`src/rtl/id_ex_register_pkg.sv`:
```
// Shared ID/EX and EX/MEM definitions: operand-select, ALU and memory-size codes,
// plus the control bundle layout so both pipeline registers agree on field order.
package id_ex_register_pkg;

  localparam int DEF_XLEN  = 32;
  localparam int DEF_CNT_W = 16;

  typedef enum logic [2:0] {
    SI_RS2   = 3'd0,
    SI_IMM_I = 3'd1,
    SI_IMM_S = 3'd2,
    SI_IMM_U = 3'd3,
    SI_PC    = 3'd4,
    SI_FOUR  = 3'd5
  } si_e;

  typedef enum logic [3:0] {
    ALU_ADD   = 4'd0,
    ALU_SUB   = 4'd1,
    ALU_SLL   = 4'd2,
    ALU_SLT   = 4'd3,
    ALU_SLTU  = 4'd4,
    ALU_XOR   = 4'd5,
    ALU_SRL   = 4'd6,
    ALU_SRA   = 4'd7,
    ALU_OR    = 4'd8,
    ALU_AND   = 4'd9,
    ALU_PASSB = 4'd10
  } alu_op_e;

  typedef enum logic [1:0] {
    MEM_B = 2'd0,
    MEM_H = 2'd1,
    MEM_W = 2'd2
  } mem_size_e;

  typedef struct packed {
    si_e       si;
    alu_op_e   alu_op;
    logic [4:0] rd;
    logic      rf_we;
    logic      mem_rd;
    logic      mem_wr;
    mem_size_e mem_size;
    logic      mem_se;
    logic      br;
    logic      jal;
    logic      jalr;
  } ctrl_t;

  localparam int    CTRL_W   = $bits(ctrl_t);
  // All-zero control is the canonical NOP: no write, no memory access, no transfer.
  localparam ctrl_t CTRL_NOP = '0;

endpackage

```
`src/rtl/id_ex_register_if.sv`:
```
// ID/EX boundary bundle: stall/flush, decoded ID fields in, registered EX fields out.
interface id_ex_register_if #(
  parameter int XLEN  = 32,
  parameter int CNT_W = 16
);
  logic             stall;
  logic             flush;
  logic             id_valid;
  logic [XLEN-1:0]  id_pc;
  logic [XLEN-1:0]  id_pa;
  logic [XLEN-1:0]  id_pb;
  logic [11:0]      id_imm12_i;
  logic [11:0]      id_imm12_s;
  logic [19:0]      id_imm20;
  logic [2:0]       id_si;
  logic [3:0]       id_alu_op;
  logic [4:0]       id_rd;
  logic             id_rf_we;
  logic             id_mem_rd;
  logic             id_mem_wr;
  logic [1:0]       id_mem_size;
  logic             id_mem_se;
  logic             id_br;
  logic             id_jal;
  logic             id_jalr;

  logic             ex_valid;
  logic [XLEN-1:0]  ex_pc;
  logic [XLEN-1:0]  ex_pa;
  logic [XLEN-1:0]  ex_pb;
  logic [XLEN-1:0]  ex_imm12_i;
  logic [XLEN-1:0]  ex_imm12_s;
  logic [19:0]      ex_imm20;
  logic [2:0]       ex_si;
  logic [3:0]       ex_alu_op;
  logic [4:0]       ex_rd;
  logic             ex_rf_we;
  logic             ex_mem_rd;
  logic             ex_mem_wr;
  logic [1:0]       ex_mem_size;
  logic             ex_mem_se;
  logic             ex_br;
  logic             ex_jal;
  logic             ex_jalr;
  logic [CNT_W-1:0] bubble_cnt;

  modport master (
    output stall, flush, id_valid, id_pc, id_pa, id_pb, id_imm12_i, id_imm12_s, id_imm20,
           id_si, id_alu_op, id_rd, id_rf_we, id_mem_rd, id_mem_wr, id_mem_size, id_mem_se,
           id_br, id_jal, id_jalr,
    input  ex_valid, ex_pc, ex_pa, ex_pb, ex_imm12_i, ex_imm12_s, ex_imm20, ex_si, ex_alu_op,
           ex_rd, ex_rf_we, ex_mem_rd, ex_mem_wr, ex_mem_size, ex_mem_se, ex_br, ex_jal,
           ex_jalr, bubble_cnt
  );

  modport slave (
    input  stall, flush, id_valid, id_pc, id_pa, id_pb, id_imm12_i, id_imm12_s, id_imm20,
           id_si, id_alu_op, id_rd, id_rf_we, id_mem_rd, id_mem_wr, id_mem_size, id_mem_se,
           id_br, id_jal, id_jalr,
    output ex_valid, ex_pc, ex_pa, ex_pb, ex_imm12_i, ex_imm12_s, ex_imm20, ex_si, ex_alu_op,
           ex_rd, ex_rf_we, ex_mem_rd, ex_mem_wr, ex_mem_size, ex_mem_se, ex_br, ex_jal,
           ex_jalr, bubble_cnt
  );

endinterface

```
`src/rtl/id_ex_register_pipe_field.sv`:
```
// Generic W-bit pipeline field: clear beats hold beats load; async reset to zero.
module id_ex_register_pipe_field #(
  parameter int W = 8
) (
  input  logic         clk,
  input  logic         rst_n,
  input  logic         i_hold,
  input  logic         i_clear,
  input  logic [W-1:0] i_d,
  output logic [W-1:0] o_q
);

  logic [W-1:0] r_q;

  always_ff @(posedge clk or negedge rst_n) begin
    if (!rst_n) begin
      r_q <= '0;
    end else if (i_clear) begin
      r_q <= '0;
    end else if (!i_hold) begin
      r_q <= i_d;
    end
  end

  assign o_q = r_q;

endmodule

```
`src/rtl/id_ex_register.sv`:
```
// ID/EX pipeline register: one-cycle capture of decoded control and operands with
// stall (hold), flush (bubble) and a saturating bubble counter for debug.
module id_ex_register
  import id_ex_register_pkg::*;
#(
  parameter int XLEN  = DEF_XLEN,
  parameter int CNT_W = DEF_CNT_W
) (
  input  logic            clk,
  input  logic            rst_n,
  id_ex_register_if.slave bus
);

  localparam int DATA_W = 5 * XLEN + 20;

  ctrl_t             w_ctrl_d;
  ctrl_t             w_ctrl_q;
  logic [XLEN-1:0]   w_imm_i;
  logic [XLEN-1:0]   w_imm_s;
  logic [DATA_W-1:0] w_data_d;
  logic [DATA_W-1:0] w_data_q;
  logic              w_valid_q;
  logic              w_bubble;
  logic [CNT_W-1:0]  r_bubble_cnt;

  // A bubble is written on flush, or on an unstalled load of an invalid ID slot.
  assign w_bubble = bus.flush | (~bus.stall & ~bus.id_valid);

  always_comb begin
    w_ctrl_d          = CTRL_NOP;
    w_ctrl_d.si       = si_e'(bus.id_si);
    w_ctrl_d.alu_op   = alu_op_e'(bus.id_alu_op);
    w_ctrl_d.rd       = bus.id_rd;
    w_ctrl_d.rf_we    = bus.id_rf_we;
    w_ctrl_d.mem_rd   = bus.id_mem_rd;
    w_ctrl_d.mem_wr   = bus.id_mem_wr;
    w_ctrl_d.mem_size = mem_size_e'(bus.id_mem_size);
    w_ctrl_d.mem_se   = bus.id_mem_se;
    w_ctrl_d.br       = bus.id_br;
    w_ctrl_d.jal      = bus.id_jal;
    w_ctrl_d.jalr     = bus.id_jalr;
  end

  assign w_imm_i  = {{(XLEN-12){bus.id_imm12_i[11]}}, bus.id_imm12_i};
  assign w_imm_s  = {{(XLEN-12){bus.id_imm12_s[11]}}, bus.id_imm12_s};
  assign w_data_d = {bus.id_pc, bus.id_pa, bus.id_pb, w_imm_i, w_imm_s, bus.id_imm20};

  // Control clears on any bubble; data only clears on flush so bubbles keep operands.
  id_ex_register_pipe_field #(.W(CTRL_W)) u_ctrl (
    .clk     (clk),
    .rst_n   (rst_n),
    .i_hold  (bus.stall),
    .i_clear (w_bubble),
    .i_d     (w_ctrl_d),
    .o_q     (w_ctrl_q)
  );

  id_ex_register_pipe_field #(.W(DATA_W)) u_data (
    .clk     (clk),
    .rst_n   (rst_n),
    .i_hold  (bus.stall),
    .i_clear (bus.flush),
    .i_d     (w_data_d),
    .o_q     (w_data_q)
  );

  id_ex_register_pipe_field #(.W(1)) u_valid (
    .clk     (clk),
    .rst_n   (rst_n),
    .i_hold  (bus.stall),
    .i_clear (bus.flush),
    .i_d     (bus.id_valid),
    .o_q     (w_valid_q)
  );

  always_ff @(posedge clk or negedge rst_n) begin
    if (!rst_n) begin
      r_bubble_cnt <= '0;
    end else if (w_bubble && (r_bubble_cnt != {CNT_W{1'b1}})) begin
      r_bubble_cnt <= r_bubble_cnt + CNT_W'(1);
    end
  end

  assign {bus.ex_pc, bus.ex_pa, bus.ex_pb, bus.ex_imm12_i, bus.ex_imm12_s, bus.ex_imm20} = w_data_q;

  assign bus.ex_valid    = w_valid_q;
  assign bus.ex_si       = w_ctrl_q.si;
  assign bus.ex_alu_op   = w_ctrl_q.alu_op;
  assign bus.ex_rd       = w_ctrl_q.rd;
  assign bus.ex_rf_we    = w_ctrl_q.rf_we;
  assign bus.ex_mem_rd   = w_ctrl_q.mem_rd;
  assign bus.ex_mem_wr   = w_ctrl_q.mem_wr;
  assign bus.ex_mem_size = w_ctrl_q.mem_size;
  assign bus.ex_mem_se   = w_ctrl_q.mem_se;
  assign bus.ex_br       = w_ctrl_q.br;
  assign bus.ex_jal      = w_ctrl_q.jal;
  assign bus.ex_jalr     = w_ctrl_q.jalr;
  assign bus.bubble_cnt  = r_bubble_cnt;

endmodule

```
`src/flat_wrapper.sv`:
```
// flat-port wrapper written by rule: the top's interface ports become plain ports
module id_ex_register_flat import id_ex_register_pkg::*;
#(
  parameter int XLEN  = DEF_XLEN,
  parameter int CNT_W = DEF_CNT_W
)
  (clk, rst_n, bus_stall, bus_flush, bus_id_valid, bus_id_pc, bus_id_pa, bus_id_pb, bus_id_imm12_i, bus_id_imm12_s, bus_id_imm20, bus_id_si, bus_id_alu_op, bus_id_rd, bus_id_rf_we, bus_id_mem_rd, bus_id_mem_wr, bus_id_mem_size, bus_id_mem_se, bus_id_br, bus_id_jal, bus_id_jalr, bus_ex_valid, bus_ex_pc, bus_ex_pa, bus_ex_pb, bus_ex_imm12_i, bus_ex_imm12_s, bus_ex_imm20, bus_ex_si, bus_ex_alu_op, bus_ex_rd, bus_ex_rf_we, bus_ex_mem_rd, bus_ex_mem_wr, bus_ex_mem_size, bus_ex_mem_se, bus_ex_br, bus_ex_jal, bus_ex_jalr, bus_bubble_cnt);
  id_ex_register_if #(.XLEN(XLEN), .CNT_W(CNT_W)) bus_i ();
  input  logic clk;
  input  logic rst_n;
  input wire logic [$bits(bus_i.stall)-1:0] bus_stall;
  input wire logic [$bits(bus_i.flush)-1:0] bus_flush;
  input wire logic [$bits(bus_i.id_valid)-1:0] bus_id_valid;
  input wire logic [$bits(bus_i.id_pc)-1:0] bus_id_pc;
  input wire logic [$bits(bus_i.id_pa)-1:0] bus_id_pa;
  input wire logic [$bits(bus_i.id_pb)-1:0] bus_id_pb;
  input wire logic [$bits(bus_i.id_imm12_i)-1:0] bus_id_imm12_i;
  input wire logic [$bits(bus_i.id_imm12_s)-1:0] bus_id_imm12_s;
  input wire logic [$bits(bus_i.id_imm20)-1:0] bus_id_imm20;
  input wire logic [$bits(bus_i.id_si)-1:0] bus_id_si;
  input wire logic [$bits(bus_i.id_alu_op)-1:0] bus_id_alu_op;
  input wire logic [$bits(bus_i.id_rd)-1:0] bus_id_rd;
  input wire logic [$bits(bus_i.id_rf_we)-1:0] bus_id_rf_we;
  input wire logic [$bits(bus_i.id_mem_rd)-1:0] bus_id_mem_rd;
  input wire logic [$bits(bus_i.id_mem_wr)-1:0] bus_id_mem_wr;
  input wire logic [$bits(bus_i.id_mem_size)-1:0] bus_id_mem_size;
  input wire logic [$bits(bus_i.id_mem_se)-1:0] bus_id_mem_se;
  input wire logic [$bits(bus_i.id_br)-1:0] bus_id_br;
  input wire logic [$bits(bus_i.id_jal)-1:0] bus_id_jal;
  input wire logic [$bits(bus_i.id_jalr)-1:0] bus_id_jalr;
  output wire logic [$bits(bus_i.ex_valid)-1:0] bus_ex_valid;
  output wire logic [$bits(bus_i.ex_pc)-1:0] bus_ex_pc;
  output wire logic [$bits(bus_i.ex_pa)-1:0] bus_ex_pa;
  output wire logic [$bits(bus_i.ex_pb)-1:0] bus_ex_pb;
  output wire logic [$bits(bus_i.ex_imm12_i)-1:0] bus_ex_imm12_i;
  output wire logic [$bits(bus_i.ex_imm12_s)-1:0] bus_ex_imm12_s;
  output wire logic [$bits(bus_i.ex_imm20)-1:0] bus_ex_imm20;
  output wire logic [$bits(bus_i.ex_si)-1:0] bus_ex_si;
  output wire logic [$bits(bus_i.ex_alu_op)-1:0] bus_ex_alu_op;
  output wire logic [$bits(bus_i.ex_rd)-1:0] bus_ex_rd;
  output wire logic [$bits(bus_i.ex_rf_we)-1:0] bus_ex_rf_we;
  output wire logic [$bits(bus_i.ex_mem_rd)-1:0] bus_ex_mem_rd;
  output wire logic [$bits(bus_i.ex_mem_wr)-1:0] bus_ex_mem_wr;
  output wire logic [$bits(bus_i.ex_mem_size)-1:0] bus_ex_mem_size;
  output wire logic [$bits(bus_i.ex_mem_se)-1:0] bus_ex_mem_se;
  output wire logic [$bits(bus_i.ex_br)-1:0] bus_ex_br;
  output wire logic [$bits(bus_i.ex_jal)-1:0] bus_ex_jal;
  output wire logic [$bits(bus_i.ex_jalr)-1:0] bus_ex_jalr;
  output wire logic [$bits(bus_i.bubble_cnt)-1:0] bus_bubble_cnt;
  assign bus_i.stall = bus_stall;
  assign bus_i.flush = bus_flush;
  assign bus_i.id_valid = bus_id_valid;
  assign bus_i.id_pc = bus_id_pc;
  assign bus_i.id_pa = bus_id_pa;
  assign bus_i.id_pb = bus_id_pb;
  assign bus_i.id_imm12_i = bus_id_imm12_i;
  assign bus_i.id_imm12_s = bus_id_imm12_s;
  assign bus_i.id_imm20 = bus_id_imm20;
  assign bus_i.id_si = bus_id_si;
  assign bus_i.id_alu_op = bus_id_alu_op;
  assign bus_i.id_rd = bus_id_rd;
  assign bus_i.id_rf_we = bus_id_rf_we;
  assign bus_i.id_mem_rd = bus_id_mem_rd;
  assign bus_i.id_mem_wr = bus_id_mem_wr;
  assign bus_i.id_mem_size = bus_id_mem_size;
  assign bus_i.id_mem_se = bus_id_mem_se;
  assign bus_i.id_br = bus_id_br;
  assign bus_i.id_jal = bus_id_jal;
  assign bus_i.id_jalr = bus_id_jalr;
  assign bus_ex_valid = bus_i.ex_valid;
  assign bus_ex_pc = bus_i.ex_pc;
  assign bus_ex_pa = bus_i.ex_pa;
  assign bus_ex_pb = bus_i.ex_pb;
  assign bus_ex_imm12_i = bus_i.ex_imm12_i;
  assign bus_ex_imm12_s = bus_i.ex_imm12_s;
  assign bus_ex_imm20 = bus_i.ex_imm20;
  assign bus_ex_si = bus_i.ex_si;
  assign bus_ex_alu_op = bus_i.ex_alu_op;
  assign bus_ex_rd = bus_i.ex_rd;
  assign bus_ex_rf_we = bus_i.ex_rf_we;
  assign bus_ex_mem_rd = bus_i.ex_mem_rd;
  assign bus_ex_mem_wr = bus_i.ex_mem_wr;
  assign bus_ex_mem_size = bus_i.ex_mem_size;
  assign bus_ex_mem_se = bus_i.ex_mem_se;
  assign bus_ex_br = bus_i.ex_br;
  assign bus_ex_jal = bus_i.ex_jal;
  assign bus_ex_jalr = bus_i.ex_jalr;
  assign bus_bubble_cnt = bus_i.bubble_cnt;
  id_ex_register #(.XLEN(XLEN), .CNT_W(CNT_W)) u_core (.clk(clk), .rst_n(rst_n), .bus(bus_i));
endmodule
```
`config.mk`:
```
export PLATFORM = sky130hd
export DESIGN_NAME = id_ex_register_flat
export DESIGN_NICKNAME = d
export VERILOG_FILES = /design/src/rtl/id_ex_register_pkg.sv /design/src/rtl/id_ex_register_if.sv /design/src/rtl/id_ex_register_pipe_field.sv /design/src/rtl/id_ex_register.sv /design/src/flat_wrapper.sv
export SDC_FILE = /design/constraint.sdc
export NUM_CORES = 1
export LEC_CHECK = 0
export ABC_AREA = 1
export CORE_MARGIN = 2
export CORE_UTILIZATION = 35
export CTS_BUF_LIST = sky130_fd_sc_hd__clkbuf_8
export DETAILED_ROUTE_END_ITERATION = 7
export HOLD_SLACK_MARGIN = 0.12
export PLACE_DENSITY = 0.73
export SLEW_MARGIN = 10
export SYNTH_ARGS = -nofsm -noshare
export SYNTH_HDL_FRONTEND = slang
export SYNTH_SLANG_ARGS = --single-unit
```
`constraint.sdc`:
```
create_clock -name clk -period 1.4 [get_ports clk]
set_input_delay 0.28 -clock clk [delete_from_list [all_inputs] [get_ports clk]]
set_output_delay 0.28 -clock clk [all_outputs]
set_load 0.01 [all_outputs]
```
# Yosys cells after proc, flatten, opt, wreduce, memory -nomap -nowiden
# Cells that the tools add are included.
[word_totals]
regBits = 218
[classes]
mux = 6
n_eq_ne = 3
n_reduce_logical = 1
n_bitwise = 4
n_addsub = 1
[ops]
columns = ["cell", "n"]
rows = [
  ["2-to-1 mux 180 bit", 2],
  ["2-to-1 mux 21 bit", 2],
  ["adder 16 x 1 -> 16 bit (second input constant)", 1],
  ["!= test 16 bit (second input constant)", 1],
  ["!= test 2 x 1 -> 1 bit (second input constant)", 2],
  ["2-to-1 mux 1 bit", 2],
  ["NOT 1 bit", 2],
  ["AND 1 bit", 1],
  ["logical AND 1 bit", 1],
  ["bitwise OR 1 bit", 1],
]

# Longest topological paths before layout
[depth]
ltp_word = 4
mapped_depth = 10

# Modules after synthesis
# Synthesis repeated with hierarchy kept, for this count alone.
[hier_totals]
cells_unflattened = 1022
hier_area_um2 = 9037.4
[modules_own_cells]
columns = ["module", "seq_area_each_um2", "area_each_um2", "cells_each", "instances"]
rows = [
  ["id_ex_register_pipe_field (u_core.u_data)", 4504.3, 7089.3, 780, 1],
  ["id_ex_register", 400.4, 1026.0, 144, 1],
  ["id_ex_register_pipe_field (u_core.u_ctrl)", 525.5, 875.8, 92, 1],
  ["id_ex_register_pipe_field (u_core.u_valid)", 25.0, 46.3, 6, 1],
]

# Worst setup path before layout
# No wires, ideal clock.
[synth_timing]
path_type = "register -> register"
from = "register u_core.r_bubble_cnt[0], in the netlist u_core.bus.bubble_cnt[0]"
to = "register u_core.r_bubble_cnt[3], in the netlist u_core.bus.bubble_cnt[3]"
n_path_buf = 1
setup_ns = 0.116
arrival_time_ns = 1.341
path_stages_with_launch = 11
path_slack_ns = -0.058
path_cell_list = "dfrtp_1 ha_1 nand3_2 inv_2 nand2_2 clkinv_2 nand2_4 nand2_4 buf_8 nand2_1 nand2_1"
[synth_via]
elab_chain_cells = 2
elab_cells_between_ends = 3
classes_between = "add/sub (1); eq/ne (1); reduce/logical (1)"
[synth_rtl]
columns = ["element", "line", "source"]
rows = [
  ["from (decl)", "id_ex_register.sv:24", "logic [CNT_W-1:0] r_bubble_cnt;"],
  ["from (signal assigned)", "id_ex_register.sv:80", "r_bubble_cnt <= r_bubble_cnt + CNT_W'(1);"],
  ["branches (longest 2 deep; another with adder 16 x 1 -> 16 bit)", "-", ""],
]
# Several ways; the timed one is not identified.
# A chain may end at the register's enable or synchronous reset.

==> Implementation_results.wiki <==
{| class="wikitable"
! Metric !! Value
|-
| Cell-by-cell listing of the critical path || buf_12 > buf_2
|-
| Crit-path leading delay family || flip-flops
|-
| Number of flops mapped to enable cells by yosys || 0
|-
| Outcome || complete, but fails checks
|-
| Main area contributors after synthesis || dfrtp_1 (58%), nand2_1 (18%), nand3_1 (12%)
|-
| Max-slew violation count || 0
|-
| Critical path startpoint || u_core.u_data.o_q[83]
|-
| Final setup vio count || 53
|-
| Data required, critical path || 1.12 ns
|-
| Antenna violations before repair || 2
|-
| Classification of the worst-slack hold path || primary input to register
|-
| Largest area contributor in the netlist || dfrtp_1
|-
| Leakage power || 0.006743 uW
|-
| Post-layout minimum cycle time || 1.488 ns
|-
| Detailed-route vias per instance || 4.737
|-
| Maximum number of pins on one net before global-route repair || 97
|-
| Arr. time, crit path || 1.21 ns
|-
| Wirelength per Cell || 15.74 um
|-
| Post-layout util || 56.80%
|-
| Gp weighted congestion || 0.8517
|-
| Largest incremental delay on the critical path || 0.47 ns
|-
| Clock Path Buffers || 2
|-
| Starting DRC count in detailed routing || 462
|-
| Critical-path maximum fanout || 11
|-
| Cell area power density || 981.2 nW/um^2
|-
| Global-route wire length before repair || 39,520 um
|-
| Final net count || 1,504
|-
| Timing-limited maximum frequency || 0.6720 GHz
|-
| Worst Setup Slack post-DPL || -0.2724 ns
|-
| Floorplan die area || 23,220 sq um
|-
| Number of optimization iterations in the first detailed-route pass || 5
|-
| Number of clock buffers inserted by TritonCTS || 17
|-
| Average cell area after synthesis || 8.599 sq um
|-
| Count of cell types in the netlist || 26
|-
| Cell count after synthesis || 896
|-
| Via total after detailed routing || 7,716
|-
| Worst Setup Slack, final || -0.08811 ns
|-
| Number of warning messages in the yosys log || 0
|-
| CTS root buf || clkbuf_8
|-
| Max-cap violations || 0
|-
| Final-report hold violation count || 0
|-
| Slew at the pin with the worst max-slew slack || 0.5037 ns
|-
| Placement-stage cell area || 11,940 sq um
|-
| Final Non-Filler Cells || 1,629
|-
| Final period utilization || 106.3%
|-
| Fraction of layout cells with a size suffix above 1 || 32.37%
|-
| Via count of the first global-routing pass || 7,514
|-
| Post-detailed-placement half-perimeter wirelength || 17,260 um
|-
| Number of placed instances, taps included || 1,513
|-
| IO Count || 384
|-
| Critical path startpoint category || register
|-
| Worst reg2reg startpoint || u_core.bus.bubble_cnt[0]
|-
| Most frequent cells after synthesis || nand2_1 (370), nand3_1 (186), dfrtp_1 (178), buf_4 (40), buf_2 (29)
|-
| Violated checks || negative setup slack
|-
| Floorplan row count || 54
|-
| Total global routing overflow || 0
|-
| Drt total wl || 25,650 um
|-
| Post-synthesis net count || 1,063
|-
| Remaining DRCs || 0
|-
| Worst IR Drop VDD || 0.4986 mV
|-
| Reg-to-reg slack, setup || -0.04 ns
|-
| Start-to-end type of the worst setup path || register to output pin
|-
| Flop and latch count out of synthesis || 178
|-
| CTS Sinks || 178
|-
| Placeable Area || 21,690 sq um
|-
| Unrepaired setup endpoints after global routing || yes
|-
| Max transition margin || 66.42%
|-
| Total global routing track utilization || 21.07%
|-
| Fraction of synthesized cell area taken by the top area cell type || 57.81%
|-
| Dominant cell by count in the synthesized netlist || nand2_1
|-
| Clock transition at the registers of the reported paths || 0.10 ns
|-
| TritonCTS clock tree || built
|-
| Effective utilization at floorplan || 35.53%
|-
| Crit end category || output pin
|-
| Number of nets with antenna violations after detailed routing || 0
|-
| Buffer and inverter count on the worst path || 2
|-
| Width of the die || 152.4 um
|-
| Die Span Y || 152.4 um
|-
| Setup Skew || 0.01001 ns
|-
| FFs w/ async S/R, synth || 100.0%
|-
| Final design area excluding fillers || 12,320 sq um
|-
| Netlist area before placement || 7705 sq um
|-
| H-tree levels || 4
|-
| Clock network latency to the later pin of the worst-skew pair || 0.45 ns
|-
| Startpoint of the tightest hold check path || bus_stall
|-
| Layout-stage area growth over the synthesis result || 59.89%
|-
| Top FF cell, synth || dfrtp_1
|-
| Slowest-stage cell, CP || dfrtp_2
|-
| Count of buffers inserted at the top-level ports || 383
|-
| Sequential area share after synthesis || 57.81%
|}
## layer usage
metal | routed length (um) | global-route usage, %
met1 | 9932 | 24.41
met2 | 12930 | 36.79
met3 | 2260 | 6.712
met4 | 526 | 7.432
met5 | 0 | 0
## cells in the final DEF (no fill, tap or decap), drive strengths merged, types with 2 or more instances in the layout
master | netlist | final
nand2 | 375 | 376
buf | 75 | 282
nand3 | 187 | 187
dfrtp | 178 | 178
clkdlybuf4s50 | 0 | 163
clkbuf | 22 | 73
nor2 | 21 | 21
inv | 15 | 20
clkdlybuf4s15 | 0 | 17
o21ai | 7 | 7
nand4 | 5 | 5
clkinvlp | 0 | 4
xnor2 | 4 | 4
bufinv | 0 | 3
diode | 0 | 2
nand3b | 2 | 2
## final cells by class
cell class                 instances  area (sq um)
antenna                            2         5.005
clock buffer                      18         247.7
clock inverter                    11         155.1
fill                            1979          9369
inverter                          16         67.56
multi-input combinational        606          2803
sequential                       178          4463
tap                              280         350.3
timing repair buffer             518          4228
## power by group
group          leakage (uW)  internal, uW  switching, uW
Combinational       0.00419          1410           1290
Clock              0.000191          1810           1910
Sequential          0.00237          5460            205
## path summary, 6_finish.rpt
kind,endpoint,depth (start not counted)
setup / recovery,bus_ex_imm12_i[17],2
hold / removal,u_core.u_data.o_q[143],5
setup reg to reg,u_core.bus.bubble_cnt[3],10
hold reg to reg,u_core.u_ctrl.o_q[8],2
max in group asynchronous,u_core.bus.bubble_cnt[3],3
min in group asynchronous,u_core.u_data.o_q[53],2
## what timing repair did
action,in CTS,in global routing
gates resized for setup,678,202
endpoints found under the setup margin,221,170
hold buffers,1,0
cloned,1,3
hold endpoints to repair,149,0
setup buffers,48,33
pin swaps,3,23
## worst reg2reg max path, stage by stage (launching register included)
cell and delay, ns:
dfrtp_1 0.42, buf_6 0.13, ha_4 0.15, nand3_4 0.10, inv_4 0.05, nand2_4 0.08, inv_4 0.05, nand2_8 0.12
nand2_8 0.09, nand2_1 0.10, nand2_1 0.05
## registers in the layout, indices dropped and copies added (netlist names)
| signal | count |
|---|---|
| u_core.u_ctrl.o_q | 21 |
| u_core.u_valid.o_q | 1 |
| u_core.u_data.o_q | 140 |
| u_core.bus.bubble_cnt | 16 |
## kinds of logic after synthesis
logic type / synth area share, %
AND/OR/NAND/NOR: 32.75
XOR/XNOR: 0.5683
AO/OA/AOI/OAI: 0.5195
adder cells (fa/ha/maj): 0.1624
flip-flops: 57.81
buffers and inverters: 8.184
## stage by stage
step / power, uW / TNS, ns / hold WS (ns)
after floorplan: 6690 / 0 / -0.01559
after global placement: 8356 / -29.48 / 0.2666
after detailed placement: 8395 / -34.82 / 0.2649
after CTS: 12170 / -7.112 / 0.2405
after global routing: 12680 / -7.746 / 0.2485
final: 12090 / -3.487 / 0.2842
Note: power is estimated with default switching activity, not from simulation.
